$ cat config.mk
export PLATFORM = sky130hd
export DESIGN_NAME = fetch_unit
export DESIGN_NICKNAME = d
export VERILOG_FILES = /design/src/rtl/fetch_unit_pkg.sv /design/src/rtl/fetch_unit.sv
export SDC_FILE = /design/constraint.sdc
export NUM_CORES = 1
export LEC_CHECK = 0
export ABC_AREA = 0
export CAP_MARGIN = 30
export CORE_AREA = 5 5 129 131
export CTS_CLUSTER_SIZE = 25
export DETAILED_ROUTE_END_ITERATION = 16
export DIE_AREA = 0 0 134 136
export PLACE_DENSITY = 0.86
export SETUP_SLACK_MARGIN = 0.3
export SYNTH_ARGS = -nofsm -noshare
export SYNTH_HDL_FRONTEND = slang
export SYNTH_SLANG_ARGS = --single-unit
$ cat constraint.sdc
create_clock -name I_clk -period 4.67 [get_ports I_clk]
set_input_delay 0.934 -clock I_clk [delete_from_list [all_inputs] [get_ports I_clk]]
set_output_delay 0.934 -clock I_clk [all_outputs]
set_load 0.01 [all_outputs]
$ cat src/rtl/fetch_unit_pkg.sv
// Shared definitions for the instruction fetch unit: state encodings,
// fault cause codes, the nop encoding and a small alignment helper.
`timescale 1ns/1ps
package fetch_unit_pkg;

  typedef enum logic [1:0] {
    S_WAIT  = 2'd0,
    S_VALID = 2'd1,
    S_HALT  = 2'd2
  } fetch_state_e;

  localparam logic [1:0]  CAUSE_NONE     = 2'd0;
  localparam logic [1:0]  CAUSE_BUS_ERR  = 2'd1;
  localparam logic [1:0]  CAUSE_MISALIGN = 2'd2;

  localparam logic [31:0] NOP_INSTR = 32'h0000_0013;

  function automatic logic is_misaligned(input logic [31:0] addr);
    return addr[1:0] != 2'b00;
  endfunction

endpackage

$ cat src/rtl/fetch_unit.sv
// Instruction fetch unit: one bus read at a time, a single held entry for
// the decoder, redirects that never abandon a started read.
// Optional feature macro: FETCH_ALIGN_CHECK_EN -- when defined, a redirect
// to a non-word-aligned PC becomes a misaligned fault entry without any bus
// read; when undefined, the bus address low bits are simply forced to zero.
`timescale 1ns/1ps
module fetch_unit
  import fetch_unit_pkg::*;
#(
  parameter logic [31:0] RESET_PC = 32'h0000_0000
) (
  input  logic        I_clk,
  input  logic        I_reset,
  output logic        O_bus_req,
  output logic [31:0] O_bus_addr,
  input  logic        I_bus_ack,
  input  logic        I_bus_err,
  input  logic [31:0] I_bus_data,
  output logic        O_valid,
  input  logic        I_ready,
  output logic [31:0] O_instr,
  output logic [31:0] O_pc,
  output logic        O_fault,
  output logic [1:0]  O_fault_cause,
  input  logic        I_redirect,
  input  logic [31:0] I_redirect_pc
);

`ifdef FETCH_ALIGN_CHECK_EN
  localparam logic ALIGN_CHECK = 1'b1;
`else
  localparam logic ALIGN_CHECK = 1'b0;
`endif

  fetch_state_e state_q;
  logic [31:0]  pc_q;
  logic         kill_q;
  logic [31:0]  kill_pc_q;
  logic         started_q;   // low only for the first edge after reset release
  logic [31:0]  instr_q;
  logic [31:0]  opc_q;
  logic         fault_q;
  logic [1:0]   cause_q;

  logic         bus_done;
  logic         redir_go;
  logic [31:0]  redir_tgt;
  logic         tgt_misaligned;

  assign bus_done = started_q && (I_bus_ack || I_bus_err);

  // Decide whether the PC is retargeted this cycle, and to where. In S_WAIT a
  // redirect only takes effect once the in-flight read finishes; a redirect
  // arriving together with the response wins over an older latched target.
  always_comb begin
    redir_go  = 1'b0;
    redir_tgt = I_redirect_pc;
    case (state_q)
      S_WAIT: begin
        if (!started_q) begin
          redir_go = I_redirect;
        end else if (bus_done && (kill_q || I_redirect)) begin
          redir_go = 1'b1;
          if (!I_redirect) redir_tgt = kill_pc_q;
        end
      end
      S_VALID, S_HALT: redir_go = I_redirect;
      default: redir_go = 1'b0;
    endcase
    tgt_misaligned = ALIGN_CHECK && is_misaligned(redir_tgt);
  end

  // Fetch FSM with registered entry fields.
  always_ff @(posedge I_clk or posedge I_reset) begin
    if (I_reset) begin
      state_q   <= S_WAIT;
      pc_q      <= RESET_PC;
      kill_q    <= 1'b0;
      kill_pc_q <= RESET_PC;
      started_q <= 1'b0;
      instr_q   <= NOP_INSTR;
      opc_q     <= RESET_PC;
      fault_q   <= 1'b0;
      cause_q   <= CAUSE_NONE;
    end else begin
      started_q <= 1'b1;
      if (redir_go) begin
        kill_q <= 1'b0;
        pc_q   <= redir_tgt;
        if (tgt_misaligned) begin
          state_q <= S_VALID;
          fault_q <= 1'b1;
          cause_q <= CAUSE_MISALIGN;
          instr_q <= NOP_INSTR;
          opc_q   <= redir_tgt;
        end else begin
          state_q <= S_WAIT;
        end
      end else begin
        case (state_q)
          S_WAIT: begin
            if (started_q && I_bus_ack) begin
              instr_q <= I_bus_data;
              opc_q   <= pc_q;
              fault_q <= 1'b0;
              cause_q <= CAUSE_NONE;
              state_q <= S_VALID;
            end else if (started_q && I_bus_err) begin
              instr_q <= NOP_INSTR;
              opc_q   <= pc_q;
              fault_q <= 1'b1;
              cause_q <= CAUSE_BUS_ERR;
              state_q <= S_VALID;
            end else if (I_redirect) begin
              kill_q    <= 1'b1;
              kill_pc_q <= I_redirect_pc;
            end
          end
          S_VALID: begin
            if (I_ready) begin
              if (fault_q) begin
                state_q <= S_HALT;
              end else begin
                pc_q    <= pc_q + 32'd4;
                state_q <= S_WAIT;
              end
            end
          end
          S_HALT: state_q <= S_HALT;
          default: state_q <= S_WAIT;
        endcase
      end
    end
  end

  assign O_bus_req     = started_q && (state_q == S_WAIT);
  assign O_valid       = (state_q == S_VALID);
  assign O_instr       = instr_q;
  assign O_pc          = opc_q;
  assign O_fault       = fault_q;
  assign O_fault_cause = cause_q;

`ifdef FETCH_ALIGN_CHECK_EN
  assign O_bus_addr = pc_q;
`else
  assign O_bus_addr = {pc_q[31:2], 2'b00};
`endif

endmodule

==> run metrics, run 1 <==
grt total ovfl 0; Hold Crit Start pc_q[1]; Setup crit end kind output pin; Pwr per Cell Area 673.8 nW/um2; sequential cell area fraction in the yosys report 49.03%; Syn Inst Count 597; drt total wl 19440 um; total CTS buffers 17; reg2reg end pc_q[18]; GP Congestion 0.9505; final hold vios 0; gr usage total 21.63%; drt via density 5.974; Worst-Margin Slew 1041 ps; clock buffer depth 2; Netlist cell types 70; Tot Pwr 6.110 mW; row count 46; Die Area 18220 um2; first-pass GRT wire length 30730 um; Slew Viols, Final 0; layout cells sized above 1 19.14%; Initial Util 43.89%; Worst VDD drop 0.0003140 V; Max-slew headroom 30.62%; clock power share 23.3%; Leak 3.732 nW; Worst EP arrival 2260 ps; core area 15480 um2; hold-fix buffers at CTS 0; vias 5580; final antenna-violating net count 0; EDFF count, synth 0; status finished, final reports clean; # H-tree levels 4; setup bufs post-CTS 0; number of I/O pins 171; async set-or-reset flop fraction in the synthesized netlist 100.0%; vias in the first global route 5427; sequential power share 35.2%; total clock sinks 133; Synth area leaders dfrtp_1, mux2_2, a22o_1; antenna violations before repair 0; Min Hold Slack 485.8 ps; maxcap violations 0; PostCTS Resize Cnt 0; clock root cell clkbuf_16; Iter 0 DRT Violations 507; Comb power frac 41.5%; synth-to-layout area growth 33.44%; fmax 313.4 MHz; crit path launch type flip-flop; final setup violation count 0; reg2reg start state_q[0]; TritonCTS clock tree yes; net switching power 2.128 mW; largest area contributor in the netlist dfrtp_1; Placed Cells 900; Clock transition at path regs 60 ps; R2R depth 8; Hold Path Sink pc_q[1]; cell area after synthesis 6795 um2; die height 136 um; Mapped Avg Cell Area 11.38 um2; Synth Warn # 0; Hold Crit Depth 2; Synth Register Bits 133; nets 803; # DRC 0; hold crit path type reg -> reg; clk_lat worst skew 420 ps; top cells by count, synth dfrtp_1, mux2_2, buf_4; clk_skew 5.757 ps; Detailed Routing Iterations Pass 1 5; post-layout minimum cycle time 3191 ps; Switching Fraction 34.83%; fin cells 934; Req. time, crit path 3740 ps; Internal 3.982 mW; DR WL/cell 20.82 um; critical path class reg -> out; largest net degree at the start of global routing 91; RSZ-0062 raised after global routing false; ys flop type dfrtp_1; setup TNS 0 ps; n_diodes 0; Tcrit/Tclk final 68.32%; post-synth top area share 47.87%; I/O Buffers 167; Die Wd 134 um; reg2reg setup slack 1600 ps; crit path max fanout 10; DP HPWL 13900 um; top-count cell post-synth dfrtp_1
## registers in the layout (all words and copies together) (netlist names)
signal	cells
O_fault_cause	1
O_instr	32
O_pc	32
kill_pc_q	32
kill_q	1
pc_q	32
started_q	1
state_q	2
## power groups by stage
stage / registers [mW] / clock network (mW) / logic, mW
floorplan: 2.12 / 0 / 1.50
global placement: 2.15 / 0 / 2.46
detailed placement: 2.17 / 0 / 2.51
CTS: 2.15 / 1.45 / 2.53
global route: 2.23 / 1.50 / 2.70
finish: 2.15 / 1.42 / 2.53
## cell type report
type	count	area (um2)
well taps	192	240.2
clock inverters	12	177.7
clock buffers	20	456.7
multi-input cells	386	3009
flip-flops and latches	133	3332
fillers	1244	6415
repair buffers	180	1807
inverters	11	45.04
## cell families (layout without fill, tap and decap cells)
family	count (synthesis)	in the layout	synth area share, %
DFF	133	133	49.03
adders and majority gates	4	4	0.7365
other	2	4	0.1105
and+or+nand+nor	150	150	12.32
muxes	92	92	15.49
AOI/OAI and AO/OA	136	136	15.43
buffers and inverters	80	223	6.886
## per-layer routing
| layer | track usage (%) | vias up | part of all wire (%) |
|---|---|---|---|
| li1 | - | 2484 | - |
| met1 | 29.26 | 2697 | 43 |
| met2 | 32.51 | 332 | 44 |
| met3 | 7.069 | 67 | 10 |
| met4 | 8.114 | 0 | 3.0 |
| met5 | 0 | - | 0 |
## per-stage QoR
stage	worst slack [ps]	util [%]	area (um2)
after detailed placement	929.6	54.21	8393
final	1479	58.57	9067
after floorplan	2087	-	6807
after global routing	1318	58.57	9067
after CTS	1371	58.31	9027
after global placement	992.0	54.21	8393
## critical path: stages (launching register included)
cell and delay [ps]:
dfrtp_1 500, inv_1 160, ha_1 260, nand2_1 200
inv_1 140, clkdlybuf4s50_1 580
## cell usage in the layout, fill, tap and decap left out, types with 4 or more instances in the layout
master	instances
a22o_1	31
buf_4	10
o22ai_1	12
clkdlybuf4s50_1	167
nor4_1	5
nand4_1	9
ha_1	4
clkbuf_16	17
dfrtp_1	130
mux2_2	64
mux2_4	10
nor2_1	21
a2bb2oi_1	6
mux2i_1	17
nor3_2	4
clkinvlp_4	5
and3_1	6
o22a_1	5
nand3_1	31
conb_1	4
nor3_1	19
a22oi_1	8
bufinv_16	4
inv_1	10
o21a_1	5
a21oi_1	10
nor2b_1	4
o21ai_0	15
a211oi_1	6
nand2_1	26
o211ai_1	6
## how the worst max path moves through the flow
stage,from,to,depth (start not counted)
floorplan,I_reset,O_fault_cause[0],1
global placement,I_redirect,O_pc[29],6
detailed placement,I_redirect,O_pc[29],6
CTS,I_redirect,O_pc[29],6
global route,state_q[0],O_bus_req,5
finish,state_q[0],O_bus_req,5
(Power assumes the default switching activity.)
==> run 2: changes to the inputs <==
Clock period 4.67 ns to 2.6 ns, I/O delays scaled along.
==> run 2 against run 1 <==
Compared with the run above:
- core utilization rose by 2.9 points
- setup slack got worse by 1100 ps
- hold slack better by 11 ps
- count of clock-buffer cells in the layout is 2 lower
- final cell count grew 4.4%
- clock power up 68%
- total power up 85%
- final area is 4.9% higher
- global-route usage up 0.30 points
- die area stayed put
- largest cell class unchanged
==> run metrics, run 2 (synthesis gave the netlist of run 1 again) <==
status finished, final reports clean; Switching Fraction 34.88% (+0.051 points); Tcrit/Tclk final 85.05%; DP HPWL 14190 um (+2.0%); Multi-input gate area 3070 um2 (+2.0%); clock buffer depth 2 (unchanged); crit path launch type flip-flop; critical path class reg -> reg; Setup crit end kind flip-flop; grt total ovfl 0 (unchanged); clock root cell clkbuf_16; Detailed Routing Iterations Pass 1 5 (unchanged); Final Cell Area 9512 um2 (+4.9%); post-place setup slack -53.78 ps (-983.3 ps); number of I/O pins 171 (unchanged); DP Area 8753 um2 (+4.3%); net switching power 3.946 mW (+85%); drt via density 5.915 (-0.99%); commonest non-fill, non-tap cell in the layout clkdlybuf4s50_1; Worst VDD drop 0.0007134 V (+130%); Register Area 3332 um2 (unchanged); # DRC 0 (unchanged); reg2reg start state_q[0]; Clock transition at path regs 60 ps (about the same); Die Area 18220 um2 (unchanged); I/O Buffers 167 (unchanged); Leak 3.967 nW (+6.3%); crit path max fanout 16 (+6); reg2reg setup slack 390 ps (-1210 ps); vias in the first global route 5615 (+3.5%); total CTS buffers 17 (unchanged); final setup violation count 0 (unchanged); clock power share 21.1% (-2.2 points); hold-fix buffers at CTS 0 (unchanged); R2R depth 9 (+1); Internal 7.366 mW (+85%); Hold Crit Start kill_pc_q[15]; hold crit path type reg -> reg; Tot Pwr 11.31 mW (+85%); clk_skew 8.864 ps (+3.107 ps); first-pass GRT wire length 31320 um (+1.9%); Max-slew headroom 47.09% (+16 points); core area 15480 um2 (unchanged); gr usage total 21.93% (+0.30 points); Pwr per Cell Area 1189 nW/um2 (+76%); antenna violations before repair 0 (unchanged); vias 5767 (+3.4%); Worst path top cell family by delay simple AND/OR/NAND/NOR gates; layout cells sized above 1 24.90% (+5.8 points); Req. time, crit path 2900 ps (-840 ps); # H-tree levels 4 (unchanged); clk_lat worst skew 420 ps (about the same); RSZ-0062 raised after global routing true; sequential power share 33.8% (-1.4 points); final hold vios 0 (unchanged); Worst-Margin Slew 793.7 ps (-247.0 ps); final antenna-violating net count 0 (unchanged); fill count 1211 (-2.7%); die height 136 um (unchanged); Placed Cells 935 (+3.9%); n_diodes 0 (unchanged); CP max-delay cell dfrtp_1; fin worst setup slack 388.7 ps (-1091 ps); GP Congestion 0.9277 (-2.4%); most frequent cells in the layout clkdlybuf4s50_1, dfrtp_1, mux2_2; setup TNS 0 ps (unchanged); drt total wl 20050 um (+3.1%); largest net degree at the start of global routing 134 (+47%); post-layout minimum cycle time 2211 ps; Hold Path Sink kill_pc_q[15]; total clock sinks 133 (unchanged); final core occ 61.44% (+2.9 points); Comb power frac 45.1% (+3.6 points); WP buf/inv 3 (unchanged); Min Hold Slack 496.5 ps (+10.65 ps); Iter 0 DRT Violations 665 (+31%); row count 46 (unchanged); synth-to-layout area growth 39.97%; fmax 452.2 MHz; reg2reg end kill_pc_q[19]; Hold Crit Depth 1 (-1); Worst EP arrival 2510 ps (+250 ps); Die Wd 134 um (unchanged); Slew Viols, Final 0 (unchanged); crit path cell chain inv_1 > ha_4 > nor2b_2 > o21a_1 > buf_4 > nor2_4 > and3_4 > buf_12 > mux2_2; nets 844 (+5.1%); DR WL/cell 20.57 um (-1.2%); TritonCTS clock tree yes; maxcap violations 0 (unchanged); fin cells 975 (+4.4%); biggest cell delay along the critical path 350 ps (-230 ps); Initial Util 43.89% (unchanged)
[run 2: layout make-up]
class | instances | share of cell area [%]
tap | 192 | 2.526
timing repair buffer | 221 | 23.48
clock inverter | 14 | 1.697
clock buffer | 18 | 4.512
multi-input combinational | 386 | 32.28
sequential | 133 | 35.03
inverter | 11 | 0.4736
[run 2: how the worst max path moves through the flow]
stage                     slack, ps  cells past startpoint            end       start
after floorplan                 300                     11        O_pc[0]  state_q[0]
after global placement         -0.4                      6        pc_q[3]  I_redirect
after detailed placement        -50                      6        pc_q[3]  I_redirect
after CTS                       310                      9       pc_q[19]  state_q[0]
after global routing            300                      9  kill_pc_q[25]  state_q[1]
final                           390                      9  kill_pc_q[19]  state_q[0]
[run 2: per-layer routing]
layer / up-vias / routed length [um] / track usage [%]
li1: 2568 / - / -
met4: 0 / 458 / 8.857
met3: 40 / 2091 / 6.736
met1: 2800 / 8251 / 29.40
met5: - / 0 / 0
met2: 359 / 9250 / 33.27
[run 2: power groups by stage]
stage / Sequential, mW / Clock (mW) / Combinational, mW
after global placement: 3.79 / 0 / 4.79
after CTS: 3.81 / 2.45 / 4.96
after detailed placement: 3.84 / 0 / 4.88
after floorplan: 3.81 / 0 / 2.72
after global routing: 3.95 / 2.54 / 5.44
final: 3.82 / 2.39 / 5.10
[run 2: repair_timing]
action                                 4_1_cts  5_1_grt
setup buffers                                1        3
pin swaps                                    1        0
gates cloned                                 1        3
endpoints found under the hold margin        0        0
setup endpoints to repair                   62       54
resized for setup                            8        9
==> run 3: changes to the inputs <==
Settings changed: HOLD_SLACK_MARGIN from default to 0.08.
==> results of run 3 <==
The final DEF is identical to that of run 2; final timing and power are the same.
